File: config.mk
export PLATFORM = sky130hd
export DESIGN_NAME = imem_readback_tx
export DESIGN_NICKNAME = d
export VERILOG_FILES = /design/src/rtl/imem_readback_tx_pkg.sv /design/src/rtl/imem_readback_tx_sync_edge.sv /design/src/rtl/imem_readback_tx.sv
export SDC_FILE = /design/constraint.sdc
export NUM_CORES = 1
export LEC_CHECK = 0
export ABC_CLOCK_PERIOD_IN_PS = 5050
export CORE_UTILIZATION = 55
export CTS_BUF_LIST = sky130_fd_sc_hd__clkbuf_16
export CTS_CLUSTER_SIZE = 30
export DETAILED_ROUTE_END_ITERATION = 8
export PLACE_DENSITY_LB_ADDON = 0.2
export SYNTH_ARGS = -nofsm -noshare
export SYNTH_HDL_FRONTEND = slang
export SYNTH_HIERARCHICAL = 1
export SYNTH_SLANG_ARGS = --single-unit
export TNS_END_PERCENT = 100
File: constraint.sdc
create_clock -name clk_int -period 5.05 [get_ports clk_int]
set_clock_uncertainty 0.2 [all_clocks]
set_input_delay 0.7575 -clock clk_int [delete_from_list [all_inputs] [get_ports clk_int]]
set_output_delay 0.7575 -clock clk_int [all_outputs]
set_load 0.05 [all_outputs]
File: src/rtl/imem_readback_tx_pkg.sv
// Shared definitions for the instruction-memory readback transmitter and the loader.
// Holds the default widths, the frame length, the FSM state type and the mode encodings.
package imem_readback_tx_pkg;

  localparam int ADR_W       = 10;
  localparam int DATA_W      = 40;
  localparam int BYTE_W      = 8;
  localparam int FRAME_BYTES = 7;

  localparam logic [1:0] MODE_DEBUG   = 2'd0;
  localparam logic [1:0] MODE_MEMLOAD = 2'd1;
  localparam logic [1:0] MODE_RUN     = 2'd3;

  typedef enum logic [2:0] {
    IDLE = 3'd0,
    READ = 3'd1,
    CAPT = 3'd2,
    SEND = 3'd3,
    FIN  = 3'd4
  } state_e;

endpackage

File: src/rtl/imem_readback_tx_sync_edge.sv
// Two-flop synchroniser for an asynchronous level, followed by a rising-edge detector.
// The edge tracker runs every cycle so a level that is already high never produces an edge.
module sync_edge (
  input  logic clk,
  input  logic rst_n,
  input  logic d_in,
  output logic rise_out
);

  logic meta_q, meta_d;
  logic sync_q, sync_d;
  logic prev_q, prev_d;

  // Next values of the synchroniser chain and the edge tracker
  always_comb begin
    meta_d = d_in;
    sync_d = meta_q;
    prev_d = sync_q;
  end

  // Synchroniser and edge-tracker flops
  always_ff @(posedge clk or negedge rst_n) begin
    if (!rst_n) begin
      meta_q <= 1'b0;
      sync_q <= 1'b0;
      prev_q <= 1'b0;
    end else begin
      meta_q <= meta_d;
      sync_q <= sync_d;
      prev_q <= prev_d;
    end
  end

  assign rise_out = sync_q & ~prev_q;

endmodule

File: src/rtl/imem_readback_tx.sv
// Dumps a range of instruction memory to the host as 7-byte {address, data} frames,
// one byte per host acknowledge, in the same byte order the loader shifter consumes.
module imem_readback_tx #(
  parameter int ADR_W  = imem_readback_tx_pkg::ADR_W,
  parameter int DATA_W = imem_readback_tx_pkg::DATA_W,
  parameter int BYTE_W = imem_readback_tx_pkg::BYTE_W
) (
  input  logic              clk_int,
  input  logic              reset,
  input  logic              start,
  input  logic              abort,
  input  logic [ADR_W-1:0]  start_adr,
  input  logic [ADR_W:0]    word_count,
  output logic              imem_read_en,
  output logic [ADR_W-1:0]  imem_read_adr,
  input  logic [DATA_W-1:0] imem_out,
  input  logic              host_ack,
  output logic [BYTE_W-1:0] byte_out,
  output logic              byte_valid,
  output logic [2:0]        byte_idx,
  output logic              busy,
  output logic              done
);

  import imem_readback_tx_pkg::*;

  localparam int         FRAME_W  = FRAME_BYTES * BYTE_W;
  localparam int         PAD_W    = FRAME_W - ADR_W - DATA_W;
  localparam logic [2:0] LAST_IDX = 3'(FRAME_BYTES - 1);

  state_e              state_q, state_d;
  logic [ADR_W-1:0]    cur_adr_q, cur_adr_d;
  logic [ADR_W:0]      remaining_q, remaining_d;
  logic [FRAME_W-1:0]  frame_q, frame_d;
  logic [2:0]          byte_idx_q, byte_idx_d;
  logic [BYTE_W-1:0]   byte_out_q, byte_out_d;
  logic                ack_evt;

  sync_edge u_sync_edge (
    .clk      (clk_int),
    .rst_n    (reset),
    .d_in     (host_ack),
    .rise_out (ack_evt)
  );

  // Next-state and datapath updates; abort outranks every other request
  always_comb begin
    state_d     = state_q;
    cur_adr_d   = cur_adr_q;
    remaining_d = remaining_q;
    frame_d     = frame_q;
    byte_idx_d  = byte_idx_q;
    byte_out_d  = byte_out_q;
    case (state_q)
      IDLE: begin
        if (abort) begin
          state_d = IDLE;
        end else if (start) begin
          if (word_count != '0) begin
            cur_adr_d   = start_adr;
            remaining_d = word_count;
            state_d     = READ;
          end else begin
            state_d = FIN;
          end
        end else begin
          state_d = IDLE;
        end
      end
      READ: begin
        if (abort) begin
          state_d = IDLE;
        end else begin
          state_d = CAPT;
        end
      end
      CAPT: begin
        if (abort) begin
          state_d = IDLE;
        end else begin
          frame_d    = {{PAD_W{1'b0}}, cur_adr_q, imem_out};
          byte_idx_d = 3'd0;
          byte_out_d = frame_d[FRAME_W-1 -: BYTE_W];
          state_d    = SEND;
        end
      end
      SEND: begin
        if (abort) begin
          state_d = IDLE;
        end else if (ack_evt) begin
          if (byte_idx_q != LAST_IDX) begin
            frame_d    = frame_q << BYTE_W;
            byte_idx_d = byte_idx_q + 3'd1;
            byte_out_d = frame_d[FRAME_W-1 -: BYTE_W];
            state_d    = SEND;
          end else begin
            remaining_d = remaining_q - {{ADR_W{1'b0}}, 1'b1};
            cur_adr_d   = cur_adr_q + {{(ADR_W-1){1'b0}}, 1'b1};
            if (remaining_d == '0) begin
              state_d = FIN;
            end else begin
              state_d = READ;
            end
          end
        end else begin
          state_d = SEND;
        end
      end
      FIN: begin
        state_d = IDLE;
      end
      default: begin
        state_d = IDLE;
      end
    endcase
  end

  // State and datapath registers
  always_ff @(posedge clk_int or negedge reset) begin
    if (!reset) begin
      state_q     <= IDLE;
      cur_adr_q   <= '0;
      remaining_q <= '0;
      frame_q     <= '0;
      byte_idx_q  <= 3'd0;
      byte_out_q  <= '0;
    end else begin
      state_q     <= state_d;
      cur_adr_q   <= cur_adr_d;
      remaining_q <= remaining_d;
      frame_q     <= frame_d;
      byte_idx_q  <= byte_idx_d;
      byte_out_q  <= byte_out_d;
    end
  end

  // Outputs decode straight from flops, so they are glitch-free
  assign imem_read_en  = (state_q == READ);
  assign imem_read_adr = cur_adr_q;
  assign byte_valid    = (state_q == SEND);
  assign byte_out      = byte_out_q;
  assign byte_idx      = byte_idx_q;
  assign busy          = (state_q != IDLE);
  assign done          = (state_q == FIN);

endmodule
==> results of run 1 <==
==> routing by layer <==
| layer | vias to the layer above | track usage (%) |
|---|---|---|
| li1 | 1856 | - |
| met1 | 1802 | 34.4 |
| met2 | 149 | 42.9 |
| met3 | 10 | 4.74 |
| met4 | 0 | 8.74 |
| met5 | - | 0 |
==> metrics by stage <==
step,hold WS (ns),worst slack [ns],util (%)
3_5_place_dp,0.141,1.63,69.9
6_report,0.172,1.58,74.1
3_3_place_gp,0.140,1.73,69.9
2_1_floorplan,0.131,2.41,-
4_1_cts,0.172,1.58,74.1
5_1_grt,0.175,1.49,74.1
==> area by class of cell <==
type                       count  area (um2)
fill                         545        1910
multi-input combinational    358        1920
sequential                    86        2150
clock inverter                 7        81.3
tap                           99         124
clock buffer                   9         225
inverter                       8        30.0
timing repair buffer          94         928
==> worst max-delay path by stage <==
| stage | endpoint | cells after the start | startpoint |
|---|---|---|---|
| floorplan | imem_read_en | 2 | state_q[0] |
| global placement | frame_q[45] | 6 | abort |
| global route | byte_valid | 3 | state_q[2] |
| CTS | byte_valid | 3 | state_q[2] |
| finish | byte_valid | 3 | state_q[2] |
| detailed placement | frame_q[26] | 7 | abort |
==> state kept, by name, indices dropped and copies added (netlist names) <==
name / flops
imem_read_adr: 10
byte_idx: 3
u_sync_edge/prev_d: 1
frame_q: 48
u_sync_edge/meta_q: 1
byte_out: 8
u_sync_edge/prev_q: 1
remaining_q: 11
state_q: 3
==> power by group <==
part           leakage, nW  switching [mW]  internal, mW  total, mW
logic                 1.15           0.383         0.288      0.671
registers             1.00           0.181         0.909       1.09
clock network        0.152           0.285         0.391      0.676
==> cells in the mapped netlist, drive strengths merged (2+ instances only) <==
cell type,instances
nand3,18
nor4,4
or3,3
and3,3
dfrtp,86
o31ai,4
nand2b,2
xnor2,2
o21ai,23
nand4,2
nor3b,4
clkbuf,18
nand2,119
or4,2
buf,17
a22oi,2
a2bb2oi,4
a22o,8
nor2,55
mux2i,2
o22ai,7
a31oi,46
inv,8
a21oi,20
o211ai,2
nor3,3
ha,5
o21a,2
==> cell families (layout without fill, tap and decap cells) <==
family | Yosys count | after routing | synth area share (%)
simple gates | 221 | 221 | 23.3
compound gates | 127 | 127 | 18.9
flops | 86 | 86 | 50.4
buf+inv | 43 | 118 | 4.83
fa+ha+maj | 5 | 5 | 1.46
xor+xnor | 3 | 3 | 0.615
mux | 2 | 2 | 0.469
==> results.txt, run 1 <==
Critical path arrival - 2.51 ns
Worst Hold Launch - u_sync_edge/meta_q
Slew Limit Fails - 0
IO Pins - 91
Post-synthesis sequential area ratio - 50.4%
Hold_buf cts - 0
Final setup viols - 0
WL/cell - 15.0 um
Max Cap Viol - 0
Final setup TNS - 0 ns
Worst path cell trace - nand3b_4 -> inv_2 -> clkdlybuf4s50_1
Hold-critical path endpoint - u_sync_edge/prev_d
Minimum clock period - 3.47 ns
Buffers and inverters on the worst path - 2
M1 wire length - 4300 um
Fraction of layout cells with a size suffix above 1 - 5.69%
Max IR drop VDD - 0.210 mV
Clock Sinks - 86
Slew HR - 29.1%
Post-synthesis cell area - 4270 um2
Dpl hpwl - 6490 um
Reg2reg end - frame_q[36]
Top delay family on crit path - buffers and inverters
Slew @ Worst Pin - 1.06 ns
Dpl cell area - 5150 um2
Final net count - 628
Commonest non-fill, non-tap cell in the layout - nand2_1
CTS tree - yes
Status - finished, final reports clean
Hold Crit Class - flip-flop to flip-flop
Finished Cell Area - 5460 um2
Die W - 90.1 um
Number of flops mapped to enable cells by yosys - 0
Number of I/O port buffers - 90
CP Max Fanout - 43
CTS clk-pin slew, worst paths - 0.06 ns
Post-synthesis register bit count - 86
Leak pwr - 2.31 nW
Diodes inserted - 0
CP max stage cell - clkdlybuf4s50_1
Power per cell area - 446 nW/um2
Largest area contributor in the netlist - dfrtp_1
Syn Area/Cell - 8.77 um2
Main synth FF type - dfrtp_1
Placed cells - 645
Flop-to-flop setup slack - 2.21 ns
Vias in the first global route - 3703
Vias post-DR - 3817
Post-synth top area share - 50.4%
Synth cell types - 49
Root buf cell - clkbuf_16
Total Power - 2.44 mW
Die Area - 8120 um2
Routed vias/inst - 5.77
Initial Util - 57.9%
Met3 wire length - 627 um
RSZ-0062 raised after global routing - false
Die height - 90.1 um
Metal2 WL - 4910 um
Setup crit end kind - output port
TritonCTS buffer count - 9
Largest net degree at the start of global routing - 93
CP Class - flip-flop to output port
Routability Congestion - 0.830
R2R depth - 6
Mapped Cells - 487
Final WL - 9930 um
Post_cts resized - 0
Core ar. - 7370 um2
F_max - 288 MHz
Antenna Nets Post-Route - 0
DRT iter0 DRCs - 258
CP Data Required Time - 4.09 ns
Critical path's largest stage delay - 0.94 ns
# rows - 31
P&R area growth vs syn - 27.9%
Clock Latency Late Sink - 0.33 ns
Antenna violations before repair - 0
First-pass GRT wire length - 17000 um
Maximum clock path buffer count - 2
Most frequent cells in the layout - nand2_1, clkdlybuf4s50_1, dfrtp_1
First-pass DRT Iterations - 7
Final Hold Fails - 0
Top layer in use - met4
Htree depth - 3
YS warnings - 6
# DRC - 0
Hold Path Stages - 0
Setup Buffers After CTS - 0
Startpoint Class - flip-flop
Mapped Nets - 558
RR Startpoint - state_q[2]
GRT Overall Usage - 25.9%
Synth async-reset ratio - 100%
Remaining global-route overflow - 0
Final Cycle Share - 68.7%
Top area cells in the synthesized netlist - dfrtp_1, nand2_1, a31oi_1, nor2_1, o21ai_0
Final std cells w/o fill - 661
Power figures use the tool's default switching activity.
==> run 2: changes to the inputs <==
Settings changed: ABC_CLOCK_PERIOD_IN_PS 5050 to 2800, CORE_UTILIZATION 55 to 46.
Clock period 5.05 ns to 2.8 ns, I/O delays scaled along.
==> run 2 against run 1 <==
Compared with the run above:
- total power rose by 79%
- final area rose by 2.7%
- sequential power rose by 80%
- flip-flop and latch count did not move
- clock-buffer cell count did not move
- non-clock buffer count rose by 12
- worst hold slack got worse by 0.019 ns
- register-to-register slack got worse by 1.9 ns
- largest power group unchanged
- largest cell class unchanged
- via count rose by 1.3%
- the run now ends with DRC left
==> results.txt, run 2 (same netlist as run 1, synthesis figures left out) <==
Diodes inserted - 0
Final Hold Fails - 0
Vias post-DR - 3867
Max Cap Viol - 0
Clock Latency Late Sink - 0.33 ns
Largest reg by FF count - frame_q
Htree depth - 3
Dpl hpwl - 7010 um
Leak pwr - 2.37 nW
CP Class - flip-flop to output port
Commonest non-fill, non-tap cell in the layout - nand2_1
Storage cell area - 2150 um2
F_max - 382 MHz
Final setup TNS - 0 ns
Fraction of layout cells with a size suffix above 1 - 7.50%
Failing checks - DRC
Final WL - 10400 um
Largest net degree at the start of global routing - 93
Antenna violations before repair - 0
Psw - 1.50 mW
# rows - 34
Area of the multi-input gates - 1930 um2
Core ar. - 8850 um2
Slew @ Worst Pin - 0.706 ns
RSZ-0062 raised after global routing - false
Final net count - 640
Vias in the first global route - 3690
Placed cells - 665
Slew Limit Fails - 0
Die W - 98.4 um
Root buf cell - clkbuf_16
Die Area - 9670 um2
Number of I/O port buffers - 90
CP Max Fanout - 64
Max reg flops - 48
Setup crit end kind - output port
TritonCTS buffer count - 9
Initial Util - 48.3%
Max IR drop VDD - 0.445 mV
Hold Crit Class - flip-flop to flip-flop
Status - finished, violations left
Comb pwr share - 28.2%
Routed vias/inst - 5.68
GRT Overall Usage - 22.9%
Antenna Nets Post-Route - 0
Critical path arrival - 2.00 ns
P&R area growth vs syn - 31.3%
Startpoint Class - flip-flop
Internal - 2.87 mW
# DRC - 6
First-pass DRT Iterations - 6
Remaining global-route overflow - 0
Switching Fraction - 34.3%
Final std cells w/o fill - 681
Routability Congestion - 0.830
IO Pins - 91
Slew HR - 52.9%
DRT iter0 DRCs - 216
Final Cycle Share - 93.5%
First-pass GRT wire length - 17600 um
Power per cell area - 780 nW/um2
WL/cell - 15.3 um
CP Data Required Time - 2.18 ns
Maximum clock path buffer count - 2
Die height - 98.4 um
Clock Sinks - 86
Minimum clock period - 2.62 ns
Final setup viols - 0
Flop pwr share - 44.8%
CTS tree - yes
Most frequent cells in the layout - nand2_1, clkdlybuf4s50_1, dfrtp_1
Clock Power Share - 27.0%
Layout fillers - 758
CTS clk-pin slew, worst paths - 0.06 ns
run 2: cell types whose count changed in the layout (fill, tap and decap cells not counted), sizes merged:
| cell | previous run | this run |
|---|---|---|
| buf | 5 | 17 |
| clkdlybuf4s50 | 89 | 88 |
| inv | 11 | 9 |
| dlygate4sd3 | 0 | 1 |
| clkinvlp | 0 | 1 |
run 2: stage by stage:
stage | util [%] | cell area [um2] | hold slack [ns] | setup slack, ns | total power [mW]
2_1_floorplan | - | 4270 | -0.0756 | 0.501 | 2.75
6_report | 63.3 | 5610 | 0.153 | 0.182 | 4.37
4_1_cts | 63.2 | 5590 | 0.158 | 0.0234 | 4.39
5_1_grt | 63.3 | 5610 | 0.159 | 0.0808 | 4.64
3_3_place_gp | 59.7 | 5280 | 0.133 | -0.0774 | 3.16
3_5_place_dp | 59.7 | 5280 | 0.144 | -0.174 | 3.20
run 2: power by group through the flow:
stage,Clock [mW],Combinational (mW),Sequential (mW)
after CTS,1.20,1.24,1.95
after detailed placement,0,1.23,1.97
after global placement,0,1.20,1.96
final,1.18,1.23,1.96
after floorplan,0,0.656,2.09
after global routing,1.26,1.36,2.01
run 2: worst paths after layout:
check / startpoint / slack [ns] / endpoint / cells after the start
worst max-delay path: state_q[2] / 0.18 / byte_valid / 5
worst min-delay path: u_sync_edge/meta_q / 0.15 / u_sync_edge/prev_d / 0
worst max register to register: remaining_q[0] / 0.35 / state_q[2] / 7
worst min register to register: u_sync_edge/meta_q / 0.15 / u_sync_edge/prev_d / 0
max in group asynchronous: reset / 1.36 / frame_q[9] / 3
min in group asynchronous: reset / 0.41 / imem_read_adr[5] / 2
run 2: metal layers:
layer	vias up	global-route usage [%]	wire, um
li1	1874	-	-
met1	1860	31.1	4610
met2	117	37.2	5030
met3	16	3.51	549
met4	0	8.61	197
met5	-	0	0
run 2: repair_timing:
item,in CTS,in global routing
buffers inserted,0,0
endpoints found under the setup margin,0,9
gates resized for setup,0,2
hold endpoints to repair,35,0
hold buffers,1,0
run 2: layout make-up:
type	count	area share, %
clock buffer	9	4.02
clock inverter	6	1.29
inverter	8	0.536
multi-input combinational	358	34.4
sequential	86	38.4
tap	108	2.41
timing repair buffer	106	18.9
run 2: worst max-delay path, stage by stage, from the launching register on:
cell and delay, ns:
dfrtp_1 0.47, nand3b_4 0.20, inv_2 0.07, buf_4 0.27
buf_6 0.43, buf_12 0.20
==> run 3: changes to the inputs <==
Settings changed: ABC_CLOCK_PERIOD_IN_PS 2800 to 3100, CORE_UTILIZATION 46 to 55.
Clock period 2.8 ns to 3.1 ns, I/O delays scaled along.
==> run 3 against run 2 <==
Compared with the run above:
- the run now ends clean
- combinational power decreased by 9.8%
- sequential share of layout area up 0.58 points
- flip-flop and latch count stayed put
- worst setup slack improved by 0.28 ns
- worst hold slack better by 0.0038 ns
- critical path depth is 3 lower
- largest cell class unchanged
- first-iteration DRC count grew 55%
- die area is 16% lower
- clock-buffer cell count unchanged
- via count decreased by 0.80%
- register-to-register slack better by 0.14 ns
==> results.txt, run 3 (same netlist as run 1, synthesis figures left out) <==
Status - finished, final reports clean
Commonest non-fill, non-tap cell in the layout - nand2_1
P&R area growth vs syn - 29.3%
Antenna Nets Post-Route - 0
CP Launch Point - state_q[0]
IO Pins - 91
Antenna violations before repair - 0
Switching Fraction - 34.6%
Remaining global-route overflow - 0
Max Cap Viol - 0
CP Class - flip-flop to output port
Vias in the first global route - 3590
Internal - 2.59 mW
Initial Util - 57.9%
Clock Sinks - 86
TritonCTS buffer count - 9
Max IR drop VDD - 0.373 mV
CTS clk-pin slew, worst paths - 0.06 ns
Hold Crit Class - flip-flop to flip-flop
Largest net degree at the start of global routing - 93
Die height - 90.1 um
Routed vias/inst - 5.76
Final setup viols - 0
F_max - 378 MHz
CP Max Fanout - 8
Final Hold Fails - 0
Worst Hold Launch - u_sync_edge/meta_q
Startpoint Class - flip-flop
GRT Overall Usage - 26.7%
Routability Congestion - 0.840
WL/cell - 15.5 um
Die Area - 8120 um2
Largest reg by FF count - frame_q
Htree depth - 3
Finished Cell Area - 5520 um2
Final Cycle Share - 85.3%
Flop pwr share - 44.8%
Leak pwr - 2.33 nW
RSZ-0062 raised after global routing - false
DRT iter0 DRCs - 334
Final net count - 634
Minimum clock period - 2.64 ns
Slew @ Worst Pin - 0.932 ns
Clock Power Share - 27.0%
Maximum clock path buffer count - 2
CTS tree - yes
Core ar. - 7370 um2
First-pass GRT wire length - 17200 um
Slew HR - 37.9%
Psw - 1.37 mW
Root buf cell - clkbuf_16
Setup crit end kind - output port
Critical path arrival - 1.98 ns
Clock Latency Late Sink - 0.34 ns
Comb pwr share - 28.2%
Max reg flops - 48
Dpl hpwl - 6890 um
# DRC - 0
Vias post-DR - 3836
Post_cts resized - 0
Flop-to-flop setup slack - 0.49 ns
Dpl cell area - 5210 um2
Fraction of layout cells with a size suffix above 1 - 6.53%
Most frequent cells in the layout - nand2_1, clkdlybuf4s50_1, dfrtp_1
Final setup TNS - 0 ns
CP Data Required Time - 2.43 ns
First-pass DRT Iterations - 5
Number of I/O port buffers - 90
Slew Limit Fails - 0
Die W - 90.1 um
Power per cell area - 716 nW/um2
# rows - 31
Final WL - 10300 um
Diodes inserted - 0
RR Startpoint - byte_idx[0]
-- run 3: power groups by stage --
stage	sequential, mW	clock [mW]	combinational (mW)
floorplan	1.89	0	0.592
global placement	1.76	0	1.07
detailed placement	1.78	0	1.10
CTS	1.77	1.08	1.12
global route	1.82	1.13	1.22
finish	1.77	1.07	1.11
-- run 3: worst paths after layout --
kind	to	cells past startpoint
worst max-delay path	imem_read_en	2
worst min register to register	u_sync_edge/prev_d	0
min in group asynchronous	imem_read_adr[4]	2
worst min-delay path	u_sync_edge/prev_d	0
worst max register to register	imem_read_adr[1]	8
max in group asynchronous	frame_q[41]	3
-- run 3: stage by stage --
step / std cells / total power, mW / hold WS (ns) / setup WS [ns] / utilization [%]
6_report: 666 / 3.95 / 0.157 / 0.457 / 74.9
5_1_grt: 666 / 4.17 / 0.166 / 0.286 / 74.9
4_1_cts: 666 / 3.96 / 0.164 / 0.431 / 74.9
3_5_place_dp: 650 / 2.89 / 0.150 / 0.269 / 70.7
3_3_place_gp: 650 / 2.83 / 0.133 / 0.348 / 70.7
2_1_floorplan: 487 / 2.48 / -0.0306 / 0.756 / -
-- run 3: worst max-delay path, stage by stage, from the launching register on --
cell and delay (ns):
dfrtp_1 0.57, nor3b_1 0.24, clkdlybuf4s50_1 0.83
-- run 3: timing repair --
item                                   4_1_cts  5_1_grt
hold buffers                                 1        0
buffers inserted                             0        0
endpoints found under the hold margin       19        0
-- run 3: area by class of cell --
| type | instances | area, um2 |
|---|---|---|
| Clock buffer | 9 | 225 |
| Clock inverter | 6 | 72.6 |
| Fill cell | 516 | 1850 |
| Inverter | 8 | 30.0 |
| Multi-Input combinational cell | 358 | 1920 |
| Sequential cell | 86 | 2150 |
| Tap cell | 99 | 124 |
| Timing Repair Buffer | 100 | 998 |
-- run 3: per-layer routing --
layer | track usage [%] | wire length, um | up-vias | share of wire [%]
met5 | 0 | 0 | - | 0
met4 | 10.1 | 168 | 0 | 1.6
met3 | 3.98 | 514 | 16 | 5.0
met2 | 43.3 | 5030 | 143 | 49
met1 | 36.5 | 4620 | 1813 | 45
li1 | - | - | 1864 | -
